[src/rtl/dpram_xpose_ctrl_if.sv]
// Bus bundle for the ping-pong transpose controller: upstream sample stream,
// downstream transposed stream, both RAM ports and the block-done pulse.
// master = the controller side, slave = the surrounding environment.
interface dpram_xpose_ctrl_if #(
   parameter int DATA_WIDTH = 8,
   parameter int N          = 8
);
   localparam int ADDR_WIDTH = 2 * $clog2(N) + 1;

   logic [DATA_WIDTH-1:0] in_data;
   logic                  in_valid;
   logic                  in_ready;
   logic [DATA_WIDTH-1:0] out_data;
   logic                  out_valid;
   logic                  out_ready;
   logic [ADDR_WIDTH-1:0] ram_addr_a;
   logic [DATA_WIDTH-1:0] ram_data_a;
   logic                  ram_we_a;
   logic [ADDR_WIDTH-1:0] ram_addr_b;
   logic [DATA_WIDTH-1:0] ram_data_b;
   logic                  ram_we_b;
   logic [DATA_WIDTH-1:0] ram_q_b;
   logic                  block_done;

   modport master (
      input  in_data, in_valid, out_ready, ram_q_b,
      output in_ready, out_data, out_valid,
      output ram_addr_a, ram_data_a, ram_we_a,
      output ram_addr_b, ram_data_b, ram_we_b,
      output block_done
   );

   modport slave (
      output in_data, in_valid, out_ready, ram_q_b,
      input  in_ready, out_data, out_valid,
      input  ram_addr_a, ram_data_a, ram_we_a,
      input  ram_addr_b, ram_data_b, ram_we_b,
      input  block_done
   );
endinterface

[src/rtl/dpram_xpose_ctrl.sv]
// Ping-pong N x N transpose controller driving a 2*N*N dual-port RAM.
// Port A writes incoming row-major blocks into the write bank; port B reads
// the other (full) bank column-major into a 2-entry output FIFO.
// Optional feature macro XPOSE_BYPASS_EN adds input xpose_bypass, which
// selects row-major (untransposed) read-out, latched per block at its first read.
module dpram_xpose_ctrl #(
   parameter int DATA_WIDTH = 8,
   parameter int N          = 8
) (
   input  logic clk,
   input  logic resetn,
`ifdef XPOSE_BYPASS_EN
   input  logic xpose_bypass,
`endif
   dpram_xpose_ctrl_if.master bus
);

   localparam int LOG_N      = $clog2(N);
   localparam int CNT_W      = 2 * LOG_N;
   localparam int ADDR_WIDTH = CNT_W + 1;
   localparam logic [CNT_W-1:0] CNT_LAST = CNT_W'(N * N - 1);

   // bank / counter state
   logic                  wr_bank_r;
   logic                  rd_bank_r;
   logic [CNT_W-1:0]      wr_cnt_r;
   logic [CNT_W-1:0]      rd_cnt_r;
   logic [1:0]            bank_full_r;
   logic                  inflight_r;
   logic                  inflight_last_r;

   // 2-entry output FIFO; each entry carries an end-of-block tag
   logic [DATA_WIDTH-1:0] fifo_data_r [2];
   logic [1:0]            fifo_last_r;
   logic                  fifo_wr_ptr_r;
   logic                  fifo_rd_ptr_r;
   logic [1:0]            fifo_cnt_r;

   logic                  in_ready_s;
   logic                  in_fire_s;
   logic                  out_valid_s;
   logic                  out_fire_s;
   logic                  wr_last_s;
   logic                  rd_last_s;
   logic [2:0]            occ_sum_s;
   logic [2:0]            occ_limit_s;
   logic                  credit_ok_s;
   logic                  rd_issue_s;
   logic                  bypass_s;
   logic [ADDR_WIDTH-1:0] ram_addr_b_s;
   logic [1:0]            bank_full_nxt_s;

`ifdef XPOSE_BYPASS_EN
   logic                  bypass_r;

   // latch the read-order selection at the first read of each block
   always_ff @(posedge clk or negedge resetn) begin
      if (!resetn) begin
         bypass_r <= 1'b0;
      end else if (rd_issue_s && (rd_cnt_r == {CNT_W{1'b0}})) begin
         bypass_r <= xpose_bypass;
      end
   end

   // the first read of a block uses the live input, the rest the latched copy
   always_comb begin
      bypass_s = 1'b0;
      if (rd_cnt_r == {CNT_W{1'b0}}) begin
         bypass_s = xpose_bypass;
      end else begin
         bypass_s = bypass_r;
      end
   end
`else
   assign bypass_s = 1'b0;
`endif

   // handshake, credit and read-issue decisions
   always_comb begin
      in_ready_s  = ~bank_full_r[wr_bank_r];
      in_fire_s   = bus.in_valid && in_ready_s && resetn;
      out_valid_s = (fifo_cnt_r != 2'd0);
      out_fire_s  = out_valid_s && bus.out_ready;
      wr_last_s   = (wr_cnt_r == CNT_LAST);
      rd_last_s   = (rd_cnt_r == CNT_LAST);
      // buffered + in-flight, after this cycle's pop, must stay below 2
      occ_sum_s   = {1'b0, fifo_cnt_r} + {2'b00, inflight_r};
      occ_limit_s = 3'd2 + {2'b00, out_fire_s};
      credit_ok_s = (occ_sum_s < occ_limit_s);
      rd_issue_s  = bank_full_r[rd_bank_r] && credit_ok_s;
   end

   // port-B address: rd_cnt = {col, row}; transposed order swaps the halves
   always_comb begin
      ram_addr_b_s = {ADDR_WIDTH{1'b0}};
      if (bypass_s) begin
         ram_addr_b_s = {rd_bank_r, rd_cnt_r};
      end else begin
         ram_addr_b_s = {rd_bank_r, rd_cnt_r[LOG_N-1:0], rd_cnt_r[CNT_W-1:LOG_N]};
      end
   end

   // full-flag update; writer and reader never touch the same bank here
   always_comb begin
      bank_full_nxt_s = bank_full_r;
      if (in_fire_s && wr_last_s) begin
         bank_full_nxt_s[wr_bank_r] = 1'b1;
      end else begin
         bank_full_nxt_s[wr_bank_r] = bank_full_r[wr_bank_r];
      end
      if (rd_issue_s && rd_last_s) begin
         bank_full_nxt_s[rd_bank_r] = 1'b0;
      end else begin
         bank_full_nxt_s[rd_bank_r] = bank_full_nxt_s[rd_bank_r];
      end
   end

   // write/read counters, bank pointers and the in-flight read tracker
   always_ff @(posedge clk or negedge resetn) begin
      if (!resetn) begin
         wr_bank_r       <= 1'b0;
         rd_bank_r       <= 1'b0;
         wr_cnt_r        <= {CNT_W{1'b0}};
         rd_cnt_r        <= {CNT_W{1'b0}};
         bank_full_r     <= 2'b00;
         inflight_r      <= 1'b0;
         inflight_last_r <= 1'b0;
      end else begin
         bank_full_r     <= bank_full_nxt_s;
         inflight_r      <= rd_issue_s;
         inflight_last_r <= rd_issue_s && rd_last_s;
         if (in_fire_s) begin
            wr_cnt_r <= wr_cnt_r + CNT_W'(1);
            if (wr_last_s) begin
               wr_bank_r <= ~wr_bank_r;
            end
         end
         if (rd_issue_s) begin
            rd_cnt_r <= rd_cnt_r + CNT_W'(1);
            if (rd_last_s) begin
               rd_bank_r <= ~rd_bank_r;
            end
         end
      end
   end

   // output FIFO: push the RAM word one cycle after its read was issued
   always_ff @(posedge clk or negedge resetn) begin
      if (!resetn) begin
         fifo_data_r[0] <= {DATA_WIDTH{1'b0}};
         fifo_data_r[1] <= {DATA_WIDTH{1'b0}};
         fifo_last_r    <= 2'b00;
         fifo_wr_ptr_r  <= 1'b0;
         fifo_rd_ptr_r  <= 1'b0;
         fifo_cnt_r     <= 2'd0;
      end else begin
         if (inflight_r) begin
            fifo_data_r[fifo_wr_ptr_r] <= bus.ram_q_b;
            fifo_last_r[fifo_wr_ptr_r] <= inflight_last_r;
            fifo_wr_ptr_r              <= ~fifo_wr_ptr_r;
         end
         if (out_fire_s) begin
            fifo_rd_ptr_r <= ~fifo_rd_ptr_r;
         end
         case ({inflight_r, out_fire_s})
            2'b10:   fifo_cnt_r <= fifo_cnt_r + 2'd1;
            2'b01:   fifo_cnt_r <= fifo_cnt_r - 2'd1;
            default: fifo_cnt_r <= fifo_cnt_r;
         endcase
      end
   end

   assign bus.in_ready   = in_ready_s;
   assign bus.ram_we_a   = in_fire_s;
   assign bus.ram_addr_a = {wr_bank_r, wr_cnt_r};
   assign bus.ram_data_a = bus.in_data;
   assign bus.ram_addr_b = ram_addr_b_s;
   assign bus.ram_data_b = {DATA_WIDTH{1'b0}};
   assign bus.ram_we_b   = 1'b0;
   assign bus.out_valid  = out_valid_s;
   assign bus.out_data   = fifo_data_r[fifo_rd_ptr_r];
   assign bus.block_done = out_fire_s && fifo_last_r[fifo_rd_ptr_r];

endmodule

[src/flat_wrapper.sv]
// flat-port wrapper written by rule: the top's interface ports become plain ports
module dpram_xpose_ctrl_flat 
#(
   parameter int DATA_WIDTH = 8,
   parameter int N          = 8
)
  (clk, resetn, bus_in_data, bus_in_valid, bus_out_ready, bus_ram_q_b, bus_in_ready, bus_out_data, bus_out_valid, bus_ram_addr_a, bus_ram_data_a, bus_ram_we_a, bus_ram_addr_b, bus_ram_data_b, bus_ram_we_b, bus_block_done);
  dpram_xpose_ctrl_if #(.DATA_WIDTH(DATA_WIDTH), .N(N)) bus_i ();
  input  logic clk;
  input  logic resetn;
  input wire logic [$bits(bus_i.in_data)-1:0] bus_in_data;
  input wire logic [$bits(bus_i.in_valid)-1:0] bus_in_valid;
  input wire logic [$bits(bus_i.out_ready)-1:0] bus_out_ready;
  input wire logic [$bits(bus_i.ram_q_b)-1:0] bus_ram_q_b;
  output wire logic [$bits(bus_i.in_ready)-1:0] bus_in_ready;
  output wire logic [$bits(bus_i.out_data)-1:0] bus_out_data;
  output wire logic [$bits(bus_i.out_valid)-1:0] bus_out_valid;
  output wire logic [$bits(bus_i.ram_addr_a)-1:0] bus_ram_addr_a;
  output wire logic [$bits(bus_i.ram_data_a)-1:0] bus_ram_data_a;
  output wire logic [$bits(bus_i.ram_we_a)-1:0] bus_ram_we_a;
  output wire logic [$bits(bus_i.ram_addr_b)-1:0] bus_ram_addr_b;
  output wire logic [$bits(bus_i.ram_data_b)-1:0] bus_ram_data_b;
  output wire logic [$bits(bus_i.ram_we_b)-1:0] bus_ram_we_b;
  output wire logic [$bits(bus_i.block_done)-1:0] bus_block_done;
  assign bus_i.in_data = bus_in_data;
  assign bus_i.in_valid = bus_in_valid;
  assign bus_i.out_ready = bus_out_ready;
  assign bus_i.ram_q_b = bus_ram_q_b;
  assign bus_in_ready = bus_i.in_ready;
  assign bus_out_data = bus_i.out_data;
  assign bus_out_valid = bus_i.out_valid;
  assign bus_ram_addr_a = bus_i.ram_addr_a;
  assign bus_ram_data_a = bus_i.ram_data_a;
  assign bus_ram_we_a = bus_i.ram_we_a;
  assign bus_ram_addr_b = bus_i.ram_addr_b;
  assign bus_ram_data_b = bus_i.ram_data_b;
  assign bus_ram_we_b = bus_i.ram_we_b;
  assign bus_block_done = bus_i.block_done;
  dpram_xpose_ctrl #(.DATA_WIDTH(DATA_WIDTH), .N(N)) u_core (.clk(clk), .resetn(resetn), .bus(bus_i));
endmodule
[config.mk]
export PLATFORM = sky130hd
export DESIGN_NAME = dpram_xpose_ctrl_flat
export DESIGN_NICKNAME = d
export VERILOG_FILES = /design/src/rtl/dpram_xpose_ctrl_if.sv /design/src/rtl/dpram_xpose_ctrl.sv /design/src/flat_wrapper.sv
export SDC_FILE = /design/constraint.sdc
export NUM_CORES = 1
export LEC_CHECK = 0
export ABC_CLOCK_PERIOD_IN_PS = 5800
export BUFFER_PORTS_ARGS = -buffer_cell sky130_fd_sc_hd__buf_2
export CORE_MARGIN = 4
export CORE_UTILIZATION = 54
export DETAILED_ROUTE_END_ITERATION = 8
export PLACE_DENSITY = 0.84
export SLEW_MARGIN = 25
export SYNTH_ARGS = -nofsm -noshare
export SYNTH_HDL_FRONTEND = slang
export SYNTH_SLANG_ARGS = --single-unit
[constraint.sdc]
create_clock -name clk -period 5.8 [get_ports clk]
set_clock_uncertainty 0.15 [all_clocks]
set_input_delay 1.45 -clock clk [delete_from_list [all_inputs] [get_ports clk]]
set_output_delay 1.45 -clock clk [all_outputs]
set_load 0.02 [all_outputs]
After elaboration in Yosys (flattened, before gate mapping)

Index checks and enable logic that the tools add are counted.

Bitwise operators: 10
$add $sub $neg: 6
Multiplexer cells: 26
Divide/modulo/power cells: 0
Multipliers: 0
Equal/unequal tests: 4
Reductions and logical operators: 15
$lt $le $gt $ge: 11
Shift-type cells: 0

Operators by type and width:

| cell                | number |
|---|---|
| $mux 8              | 4 |
| $bwmux 16           | 1 |
| $add 6x1->6 const B | 2 |
| $eq 6x6->1 const B  | 2 |
| $logic_and 1x1->1   | 11 |
| $mux 1              | 11 |
| $demux 8 s1         | 1 |
| $lt 1x2->1 const B  | 4 |
| $bwmux 2            | 3 |
| $not 1->1           | 5 |
| $ge 2x2->1 const B  | 2 |
| $mux 2              | 2 |
| $not 1->2           | 2 |
| $pmux 2 s2          | 1 |
| $reduce_and 2->1    | 2 |
| $reduce_bool 2->1   | 2 |
| $add 2x1->3         | 1 |
| $add 2x1->3 const A | 1 |
| $demux 1 s1         | 3 |
| $ge 1x1->1 const B  | 3 |
| $lt 3x3->1          | 1 |
| $add 2x1->2 const B | 1 |
| $and 2x2->2         | 1 |
| $eq 2x1->1 const B  | 1 |
| 5 further kinds     | 5 |

Input port bits: 20
Output and inout bits: 43
RAM bits: 0
ROM bits: 0
Memories: 0
Word-level logic and storage cells: 85
Bits in latches: 0
Register bits after elaboration: 40

Logic depth before layout (Yosys ltp)

Word-level depth: 11
Gate-level depth with buffers: 6
Mapped depth without buffers: 6

Least setup slack after synthesis

OpenSTA, ideal clock, no wires.

Path type: input to output
From: in bus_out_ready
To: out bus_block_done
Required time: 4.200 ns
Stages on the path: 2
Buffers on the path: 0
Slack: 2.375 ns
Data arrival time: 1.825 ns
Path through: o21ai_2 nor2_1

Word-level cells in the longest chain between the ends: 2

Ends and longest elaborated chain:

| element           | line                    | text |
|---|---|---|
| start, declared   | flat_wrapper.sv:13      | `input wire logic [$bits(bus_i.out_ready)-1:0] bus_out_ready;` |
| $logic_and 1x1->1 | dpram_xpose_ctrl.sv:83  | `out_fire_s = out_valid_s && bus.out_ready;` |
| $logic_and 1x1->1 | dpram_xpose_ctrl.sv:182 | `assign bus.block_done = out_fire_s && fifo_last_r[fifo_rd_ptr_r];` |
| end, declared     | flat_wrapper.sv:24      | `output wire logic [$bits(bus_i.block_done)-1:0] bus_block_done;` |

Every way passes these cells.

Final worst setup path

From: in resetn
To: out bus_ram_we_a

Word-level cells in the longest chain between the ends: 1

Ends and longest elaborated chain:

| element           | line                   | text |
|---|---|---|
| start, declared   | flat_wrapper.sv:10     | `input logic resetn;` |
| $logic_and 1x1->1 | dpram_xpose_ctrl.sv:81 | `in_fire_s = bus.in_valid && in_ready_s && resetn;` |
| end, declared     | flat_wrapper.sv:20     | `output wire logic [$bits(bus_i.ram_we_a)-1:0] bus_ram_we_a;` |

Every way passes these cells.

==> flow_summary_export.csv <==
group,metric,value,unit
setup_path,critical_path.max_fanout,42,
layout,final_net_count,208,
synth,netlist.area_leader.share,0.510,
setup_path,critical_path_class,"in -> out",
route,vias,1171,
clock_tree,cts_tree,"done",
layout,fillCellCount,276,
synth,synthMuxAreaShare,0.180,
route,viasPerCell,5.09,
route,wirelength,3.30,mm
synth,synth_area_leaders,"dfrtp_1 51%, mux2_2 15%, buf_4 7.3%",
route,drt_iter0_markers,33,
clock_tree,clock_path_buffers,2,
die,die_area,4660,sq um
layout,seqCellArea,1000,sq um
layout,multi_input_area,813,sq um
die,io_pins,63,
synth,yosysWarnings,0,
synth,synthSimpleGateAreaFrac,0.0848,
layout,diodes,0,
sta,holdWs,362,ps
synth,synth_top_cell_by_area,"dfrtp_1",
sta,drv_slew,0,
clock_tree,cts-root-buf,"clkbuf_4",
setup_path,reg2reg_slack,3840,ps
setup_path,reg2reg_to,"u_core.rd_cnt_r[1]",
synth,synth_xor_area_frac,0.0797,
grt,grt_pass1_wl,5.28,mm
hold_path,min-delay-start,"u_core.wr_cnt_r[5]",
setup_path,rr_startpoint,"u_core.fifo_cnt_r[0]",
sta,min_period_over_period,0.703,
clock_tree,clock-sinks,40,
layout,final_core_util,0.627,
layout,syn2layout_area_growth,9.12,%
synth,syn_area_per_cell,12.9,sq um
route,ant_nets,0,
grt,overflow,0,
clock_tree,post_cts_buffers,0,
clock_tree,worstSkewPairLatency,340,ps
synth,async_flop_share,1.00,
setup_path,cp.arrival,2470,ps
job,cap_violations,0,
synth,synth_adder_area_share,0.0319,
grt,grt_usage,0.159,
clock_tree,htree_levels,2,
sta,slew_headroom,0.664,
route,drc,0,
place,pre_cts_ws,1690,ps
setup_path,r2r_cells,5,
place,portBuffers,37,
synth,synth_most_common_cell,"dfrtp_1",
hold_path,hp-class,"reg -> reg",
sta,tightest_slew,504,ps
hold_path,holdPathStages,1,
die,start_util,0.574,
route,wire_per_inst,14.3,um
synth,ys_types,33,
die,chipWidth,68.3,um
layout,drive_gt1_frac,0.451,
setup_path,cp.required,4200,ps
sta,setup_slack,1730,ps
place,dp_hpwl,2.53,mm
synth,yosys_most_used_dff,"dfrtp_1",
clock_tree,cts_resized,0,
route,dr.pass1.iters,4,
synth,synth_common_cells,"40 x dfrtp_1, 27 x mux2_2, 19 x buf_4",
pwr,power-per-cell-area,344,nW/um^2
synth,ys_seq_elements,40,
die,die_h,68.3,um
place,gp_congestion,0.801,
setup_path,startpoint_type,"input pin",
sta,min_period,4070,ps
sta,fmax,245,MHz
pwr,vdd_drop_max,184,uV
grt,grt_max_degree,43,
clock_tree,cts_buffers,5,
synth,synth-edff-count,0,
sta,finalSetupTns,0,ps
setup_path,cp-end-kind,"output port",
grt,grt_antenna_before_repair,0,
sta,finalHoldViolCount,0,
status,outcome,"complete, no violations",
sta,rsz0062_at_grt,"false",
sta,setup_violations,0,
die,rows,21,
synth,synthCells,152,
clock_tree,clk_pin_slew_worst_paths,100,ps
synth,ys_seq_area_frac,0.510,
hold_path,hold_end,"u_core.wr_cnt_r[5]",
synth,synth_compound_area_frac,0.0204,
pwr,p_leak,0.00111,uW
synth,synth_top_family_by_area,"multiplexers",
grt,grt_pass1_vias,1206,
clock_tree,hold_buffers,0,
die,core-area,3420,sq um
synth,synth_area,1960,sq um
## sequential cells by signal, summed over array words and instances, names as in the netlist, 2 cells and up
signal and count:
u_core.fifo_data_r 16, u_core.bank_full_r 2, u_core.fifo_cnt_r 2, u_core.wr_cnt_r 6, u_core.fifo_last_r 2, u_core.rd_cnt_r 6
## how the worst max path moves through the flow
stage	slack (ps)	cells after the start	to	from
after detailed placement	1690	4	bus_ram_we_a	resetn
after CTS	1700	4	bus_ram_we_a	resetn
after floorplan	2370	2	bus_block_done	bus_out_ready
after global routing	1600	4	bus_ram_we_a	resetn
final	1730	4	bus_ram_we_a	resetn
after global placement	1730	4	bus_ram_we_a	resetn
## per-layer routing
layer | GRT usage | vias up | part of all wire
met5 | 0 | - | 0
met4 | 0.0695 | 0 | 0.018
met3 | 0.0411 | 10 | 0.062
met2 | 0.292 | 35 | 0.52
met1 | 0.169 | 567 | 0.40
li1 | - | 559 | -
## cell families after synthesis
logic type,count (synthesis)
adder cells (fa/ha/maj),5
multiplexers,31
AO/OA/AOI/OAI,5
buffers and inverters,26
flip-flops,40
XOR/XNOR,17
other,1
AND/OR/NAND/NOR,27
## where the power goes
group | leakage (uW) | internal (uW) | total [uW] | switching [uW]
registers | 0.000524 | 313 | 374 | 61.3
clock network | 0.0000380 | 57.7 | 142 | 83.8
logic | 0.000551 | 102 | 222 | 120
total | 0.00111 | 473 | 737 | 265
## cells in the final DEF, fill, tap and decap left out, types with 4 or more instances in the layout
master     n
ha_1       5
xor2_1     7
clkbuf_4   5
xnor2_1    9
mux2_2    27
nand4_1    4
conb_1     9
buf_2     37
dfrtp_1   40
nor2_1     4
nand2_1    4
## worst max-delay path, cell delays in order
cell and delay (ps):
buf_2 70, buf_4 420, and3_4 340, buf_2 180
## cell type report
type,count,area share
timing repair buffer,38,0.0900
clock inverter,2,0.00468
tap,46,0.0269
clock buffer,6,0.0240
inverter,4,0.00701
multi-input combinational,94,0.380
sequential,40,0.468
## through the flow
step	total power [uW]	instance area, sq um	std cells
after floorplan	543	1990	160
after global placement	593	2080	222
after detailed placement	602	2080	222
after CTS	749	2140	230
after global routing	786	2140	230
final	737	2140	230
No activity file was read; power rests on OpenSTA's default activity.
